`config.mk`:
```
export PLATFORM = sky130hd
export DESIGN_NAME = serial_adder_sub
export DESIGN_NICKNAME = d
export VERILOG_FILES = /design/src/rtl/serial_adder_sub.sv
export SDC_FILE = /design/constraint.sdc
export NUM_CORES = 1
export LEC_CHECK = 0
export ABC_AREA = 1
export CORE_MARGIN = 4
export CORE_UTILIZATION = 25
export DETAILED_ROUTE_END_ITERATION = 8
export PLACE_DENSITY_LB_ADDON = 0.05
export SLEW_MARGIN = 20
export SYNTH_ARGS = -nofsm -noshare
export SYNTH_HDL_FRONTEND = slang
export SYNTH_SLANG_ARGS = --single-unit
```
`constraint.sdc`:
```
create_clock -name clock -period 2.61 [get_ports clock]
set_clock_uncertainty 0.05 [all_clocks]
set_input_delay 0.522 -clock clock [delete_from_list [all_inputs] [get_ports clock]]
set_output_delay 0.522 -clock clock [all_outputs]
set_load 0.02 [all_outputs]
```
`src/rtl/serial_adder_sub.sv`:
```
// serial_adder_sub: multi-cycle add/subtract engine.
// Walks WIDTH-bit operands DIGIT bits per clock, LSB slice first.
module serial_adder_sub #(
  parameter int WIDTH = 8,
  parameter int DIGIT = 1
) (
  input  logic             clock,
  input  logic             resetN,
  input  logic             start,
  input  logic             subtract,
  input  logic [WIDTH-1:0] A,
  input  logic [WIDTH-1:0] B,
  input  logic             carryIn,
  output logic             ready,
  output logic             busy,
  output logic             done,
  output logic [WIDTH-1:0] sum,
  output logic             carryOut,
  output logic             overflow
);

  localparam int N  = WIDTH / DIGIT;
  localparam int CW = (N > 1) ? $clog2(N) : 1;

  typedef enum logic [1:0] {
    IDLE,
    RUN,
    DONE
  } state_t;

  state_t           state;
  state_t           stateNext;
  logic [WIDTH-1:0] aReg;
  logic [WIDTH-1:0] bReg;
  logic [WIDTH-1:0] resReg;
  logic [WIDTH-1:0] resNext;
  logic [WIDTH+DIGIT-1:0] resWide;
  logic             carry;
  logic [CW-1:0]    cnt;
  logic [DIGIT:0]   sliceSum;
  logic             sliceMsbCin;
  logic             lastSlice;

  // One DIGIT-wide full-adder slice plus the shifted result
  always_comb begin
    sliceSum = {1'b0, aReg[DIGIT-1:0]}
             + {1'b0, bReg[DIGIT-1:0]}
             + (DIGIT+1)'(carry);
    // Carry into the slice MSB recovered from its sum bit
    sliceMsbCin = sliceSum[DIGIT-1]
                ^ aReg[DIGIT-1]
                ^ bReg[DIGIT-1];
    resWide   = {sliceSum[DIGIT-1:0], resReg} >> DIGIT;
    resNext   = resWide[WIDTH-1:0];
    lastSlice = (cnt == CW'(N - 1));
  end

  // State register
  always_ff @(posedge clock or negedge resetN) begin
    if (!resetN) state <= IDLE;
    else         state <= stateNext;
  end

  // Next-state and handshake outputs
  always_comb begin
    stateNext = state;
    ready     = 1'b0;
    busy      = 1'b0;
    done      = 1'b0;
    unique case (state)
      IDLE: begin
        ready = 1'b1;
        if (start) stateNext = RUN;
      end
      RUN: begin
        busy = 1'b1;
        if (lastSlice) stateNext = DONE;
      end
      DONE: begin
        done      = 1'b1;
        stateNext = IDLE;
      end
      default: stateNext = IDLE;
    endcase
  end

  // Operand capture, slice stepping and result registration
  always_ff @(posedge clock or negedge resetN) begin
    if (!resetN) begin
      aReg     <= '0;
      bReg     <= '0;
      resReg   <= '0;
      carry    <= 1'b0;
      cnt      <= '0;
      sum      <= '0;
      carryOut <= 1'b0;
      overflow <= 1'b0;
    end else begin
      unique case (state)
        IDLE: begin
          if (start) begin
            aReg  <= A;
            bReg  <= subtract ? ~B : B;
            carry <= subtract ^ carryIn;
            cnt   <= '0;
          end
        end
        RUN: begin
          aReg   <= aReg >> DIGIT;
          bReg   <= bReg >> DIGIT;
          carry  <= sliceSum[DIGIT];
          resReg <= resNext;
          cnt    <= cnt + 1'b1;
          if (lastSlice) begin
            sum      <= resNext;
            carryOut <= sliceSum[DIGIT];
            overflow <= sliceMsbCin ^ sliceSum[DIGIT];
          end
        end
        default: ;
      endcase
    end
  end

endmodule

```
; Word level (Yosys, flattened, before mapping)
; Index checks and enable logic that the tools add are counted.
[op_classes]
n_eq_ne = 5
reduce_logical = 5
bitwise_logic = 5
n_addsub = 3
muxes = 15
[ops]
columns = op, count
row1 = $pmux 8 s2, 2
row2 = $mux 8, 3
row3 = $not 8->8, 1
row4 = $pmux 3 s2, 1
row5 = $reduce_and 2->1, 3
row6 = $mux 1, 4
row7 = $mux 2, 2
row8 = $ne 2x2->1 const B, 2
row9 = $pmux 2 s2, 1
row10 = $xor 1x1->1, 4
row11 = $add 3x1->3 const B, 1
row12 = $eq 3x3->1 const B, 1
row13 = $mux 3, 1
row14 = $add 1x1->2, 1
row15 = $add 2x1->2, 1
row16 = $eq 2x1->1 const B, 1
row17 = $eq 2x2->1 const B, 1
row18 = $logic_not 2->1, 1
row19 = $pmux 1 s2, 1
row20 = $reduce_bool 2->1, 1
[totals]
regBits = 40
out_inout_bits = 13
wordCells = 42

; Longest topological paths before layout
[logic_depth]
ltp_word = 5
ltp_mapped = 8

; Worst setup path before layout
; Ideal clock, no wire load.
[synth_path]
path_kind = register -> register
startpoint = reg aReg[0]
endpoint = reg overflow
n_path_buf = 0
path_stages_with_launch = 8
setup_ns = 0.117
slack_ns = 1.170
required_time_ns = 2.443
arrival_ns = 1.273
cell_sequence = dfrtp_1 > fa_1 > inv_1 > nand2_1 > nand2_1 > nand2_1 > nand3_1 > nand2_1
[synth_via]
elab_chain_len = 5
[synth_rtl]
columns = element, line
row1 = start: declaration, 33  ; logic [WIDTH-1:0] aReg;
row2 = start signal: assignment, 109  ; aReg <= aReg >> DIGIT;
row3 = $add 1x1->2, 47  ; + {1'b0, bReg[DIGIT-1:0]}
row4 = $add 2x1->2, 48  ; + (DIGIT+1)'(carry);
row5 = named net sliceSum[0], 40  ; logic [DIGIT:0] sliceSum;
row6 = $xor 1x1->1, 51  ; ^ aReg[DIGIT-1]
row7 = $xor 1x1->1, 52  ; ^ bReg[DIGIT-1];
row8 = $xor 1x1->1, 117  ; overflow <= sliceMsbCin ^ sliceSum[DIGIT];
row9 = end signal: assignment, 117
row10 = end: declaration, 19  ; output logic overflow
; The timed path passes the listed nets, and every way through them passes these cells.
; A chain may end at the register's enable or synchronous reset.

; Worst setup path after layout
[layout_path]
startpoint = reg state[0]
endpoint = out busy
[layout_via]
elab_chain_len = 2
[layout_rtl]
columns = element, line
row1 = start: declaration, 31  ; state_t state;
row2 = start signal: assignment, 61  ; else state <= stateNext;
row3 = $eq 2x1->1, 70  ; unique case (state)
row4 = $mux 1, 70
row5 = end: declaration, 15  ; output logic busy,
; No other way between the ends.

==> impl_summary.md <==
Floorplan
After floorplanning, the core was divided into 30 placement rows. Measured along the y axis, the die boundary spans 93.1 µm. The initial core utilization is 0.262.

The die covers 0.00867 mm². The die is 93.1 µm wide. The count of pins on the block boundary is 34. After floorplanning, the core was sized to cover 0.00691 mm².

Power and ir drop
The leakage power is 1.08 nW. IR analysis of the VDD net gives a maximum drop of 282 µV. The overall power is 2.46 mW. The power per standard cell area is 1070 mW/mm².

Clock network
The total of hold buffers inserted after clock tree synthesis is 0. The number of buffers created by CTS is 5. In this run the number of H-tree levels came out at 2.

Once the clock tree was built, the resizer swapped 0 gates to a different size. CTS placed an instance of sky130_fd_sc_hd__clkbuf_8 at the clock tree root. The clock network latency to the later pin of the worst-skew pair is 0.28 ns.

In this run the deepest clock path goes through 2 buffers. CTS saw 39 sinks. Clock-pin slew was measured on the worst setup and hold paths at 0.07 ns.

TritonCTS built the clock tree. The buffers inserted during post-CTS setup optimization is 0.

Global routing
The all-layer global routing usage is 0.0998. Entering global routing, the biggest net connects 26 pins. The number of antenna violations at the first check in global routing is 0. The number of global-route vias before repair is 1396.

Global routing finished with a remaining overflow of 0. The first global-routing pass estimated 6.71 mm of wire.

Drt
The remaining antenna violation count is 0. The first TritonRoute pass finished after 4 iterations. The wire length after detailed routing is 3.91 mm. The wire length per cell after detailed routing is 11.7 µm.

The routed layout has 1362 vias. For this run, design rule violations remaining after detail routing come to 0. In this run, the number of DRC markers left after iteration 0 of detailed routing was 27. The per-cell via count in the routed design is 4.09.

STA
The total negative slack is 0 ns. At the pin with the least slew margin, the transition time is 0.489 ns. The final-report max-slew violation count is 0. Setup repair after global routing left no endpoint under its margin. In the finished design, the share of the clock period the worst path needs comes to 0.845. The number of hold violations in the final report is 0. Timing would allow up to 454 MHz. The clock period minus worst slack is 2.20 ns. Setup violations remaining at the end of the flow were counted as 0.

Headroom to the max-slew limit came out at 0.673.

Critical path
At the worst endpoint, the required time is 2.04 ns. Along the worst path, the maximum fanout reaches 4. The data arrival time of the critical path is 1.63 ns. The type of element launching the critical path is a flip-flop.

STA classifies the critical path endpoint as an output pin. By startpoint and endpoint, the worst setup path is classified as reg2out.

Layout
Of the cells placed in the final design, the portion with a size suffix greater than 1 is 0.101. The net total in the final layout is 262. Counting the fill cells in the layout gives 772. The number of antenna cells inserted is 0. The area growth from synthesis to layout is 26.5%.

The finished cells cover 0.00229 mm².

Placed design
In this run the tool buffered the top-level ports with 33 buffer cells. The placed instance area is 0.00222 mm². The final weighted congestion in routability-driven placement is 0.709. The detailed placement HPWL is 2.76 mm.

Logic synthesis
The net count of the mapped netlist is 227. The library cell with the largest summed area after synthesis is sky130_fd_sc_hd__dfrtp_1. For this run, the register share of the synthesized area comes to 0.539. The synthesized area per cell is 8.92 µm². During synthesis, Yosys emitted a total of 0 warnings. The commonest cells after synthesis are 82 x sky130_fd_sc_hd__nand2_1, 39 x sky130_fd_sc_hd__dfrtp_1, 15 x sky130_fd_sc_hd__nand3_1, 13 x sky130_fd_sc_hd__inv_1, 10 x sky130_fd_sc_hd__o21ai_0. Counting flops with an async set or reset pin after synthesis yields a share of 1.00.

After synthesis, the cell types taking the most area are sky130_fd_sc_hd__dfrtp_1 54%, sky130_fd_sc_hd__nand2_1 17%, sky130_fd_sc_hd__nand3_1 4.1%, sky130_fd_sc_hd__xor2_1 3.9%, sky130_fd_sc_hd__o21ai_2 3.4%. The share of synthesized area in the top cell type comes to 0.539. The most common cell in the synthesized netlist is sky130_fd_sc_hd__nand2_1. The most used flip-flop cell after synthesis is sky130_fd_sc_hd__dfrtp_1. The synthesis-stage register bit count is 39.

Synthesis instantiated 23 different standard cells from the library. Synthesis handed over a netlist of 203 instances. The netlist area before placement is 0.00181 mm². The count of flip-flops with a built-in enable after synthesis is 0.

Hold path
The min-delay analysis places its worst path in the category in2async.

Job
Max-cap violations in this run came to 0.

Status
The flow ran to the end, and the final reports show no timing, DRC or antenna violations.
stage by stage:
step / setup slack (ns) / hold slack, ns / std cells / util
finish: 0.406 / 0.0785 / 333 / 0.332
global route: 0.265 / 0.101 / 333 / 0.332
CTS: 0.386 / 0.0882 / 333 / 0.332
detailed placement: 0.717 / 0.402 / 327 / 0.321
global placement: 0.697 / 0.403 / 327 / 0.321
floorplan: 1.17 / 0.176 / 203 / -
power breakdown:
part           switching [mW]  internal, mW
clock                   0.200         0.178
combinational           0.644         0.437
sequential              0.146         0.855
routing by layer:
layer | wire [µm] | GRT usage | up-vias
li1 | - | - | 700
met4 | 58 | 0.0403 | 0
met1 | 1870 | 0.126 | 625
met3 | 176 | 0.0241 | 7
met2 | 1800 | 0.163 | 30
met5 | 0 | 0 | -
cells by family (layout without fill, tap and decap cells):
kind of cell	Yosys count	count (layout)	share of synthesized area
simple gates	107	107	0.252
fa+ha+maj	3	3	0.0249
compound gates	21	21	0.0753
flops	39	39	0.539
buf+inv	24	58	0.0656
xor+xnor	9	9	0.0435
placed cells by master (no fill, tap or decap):
| cell type | n |
|---|---|
| sky130_fd_sc_hd__buf_2 | 1 |
| sky130_fd_sc_hd__nand2_1 | 82 |
| sky130_fd_sc_hd__inv_1 | 13 |
| sky130_fd_sc_hd__nor2_1 | 5 |
| sky130_fd_sc_hd__o21ai_0 | 10 |
| sky130_fd_sc_hd__ha_1 | 2 |
| sky130_fd_sc_hd__nand2_2 | 1 |
| sky130_fd_sc_hd__inv_4 | 1 |
| sky130_fd_sc_hd__dfrtp_1 | 39 |
| sky130_fd_sc_hd__clkbuf_8 | 5 |
| sky130_fd_sc_hd__clkdlybuf4s50_1 | 32 |
| sky130_fd_sc_hd__o211ai_1 | 2 |
| sky130_fd_sc_hd__nor2_8 | 1 |
| sky130_fd_sc_hd__xor2_1 | 8 |
| sky130_fd_sc_hd__xnor2_1 | 1 |
| sky130_fd_sc_hd__o21ai_1 | 1 |
| sky130_fd_sc_hd__nand2_4 | 2 |
| sky130_fd_sc_hd__a21oi_1 | 1 |
| sky130_fd_sc_hd__nor2_2 | 1 |
| sky130_fd_sc_hd__o21ai_2 | 7 |
| sky130_fd_sc_hd__clkbuf_1 | 1 |
| sky130_fd_sc_hd__inv_2 | 3 |
| sky130_fd_sc_hd__buf_4 | 2 |
| sky130_fd_sc_hd__nand3_1 | 15 |
| sky130_fd_sc_hd__fa_1 | 1 |
final cells by class:
class,count,area [µm²],area share
Inverter,17,66.3,0.0289
Clock buffer,6,72.6,0.0317
Multi-Input combinational cell,140,717,0.313
Timing Repair Buffer,35,340,0.148
Tap cell,96,120,0.0524
Sequential cell,39,976,0.426
state kept, by name, indices dropped and copies added (netlist names):
name	flops
state	2
sum	8
carry	1
resReg	7
cnt	3
carryOut	1
overflow	1
aReg	8
bReg	8
worst paths after layout:
path                       startpoint       end  slack (ns)  cells after the start
setup / recovery             state[0]      busy        0.41                      3
hold / removal                 resetN    sum[4]        0.08                      1
setup reg to reg              bReg[0]  overflow        1.03                      7
hold reg to reg                sum[0]    sum[0]        0.42                      2
max in group asynchronous      resetN   aReg[2]        1.77                      2
min in group clock             sum[0]    sum[0]        0.42                      2
worst max-delay path: stages (launching register included):
cell and delay (ns):
sky130_fd_sc_hd__dfrtp_1 0.44, sky130_fd_sc_hd__inv_1 0.06, sky130_fd_sc_hd__nor2_1 0.19, sky130_fd_sc_hd__clkdlybuf4s50_1 0.66
No activity file was read; power rests on OpenSTA's default activity.
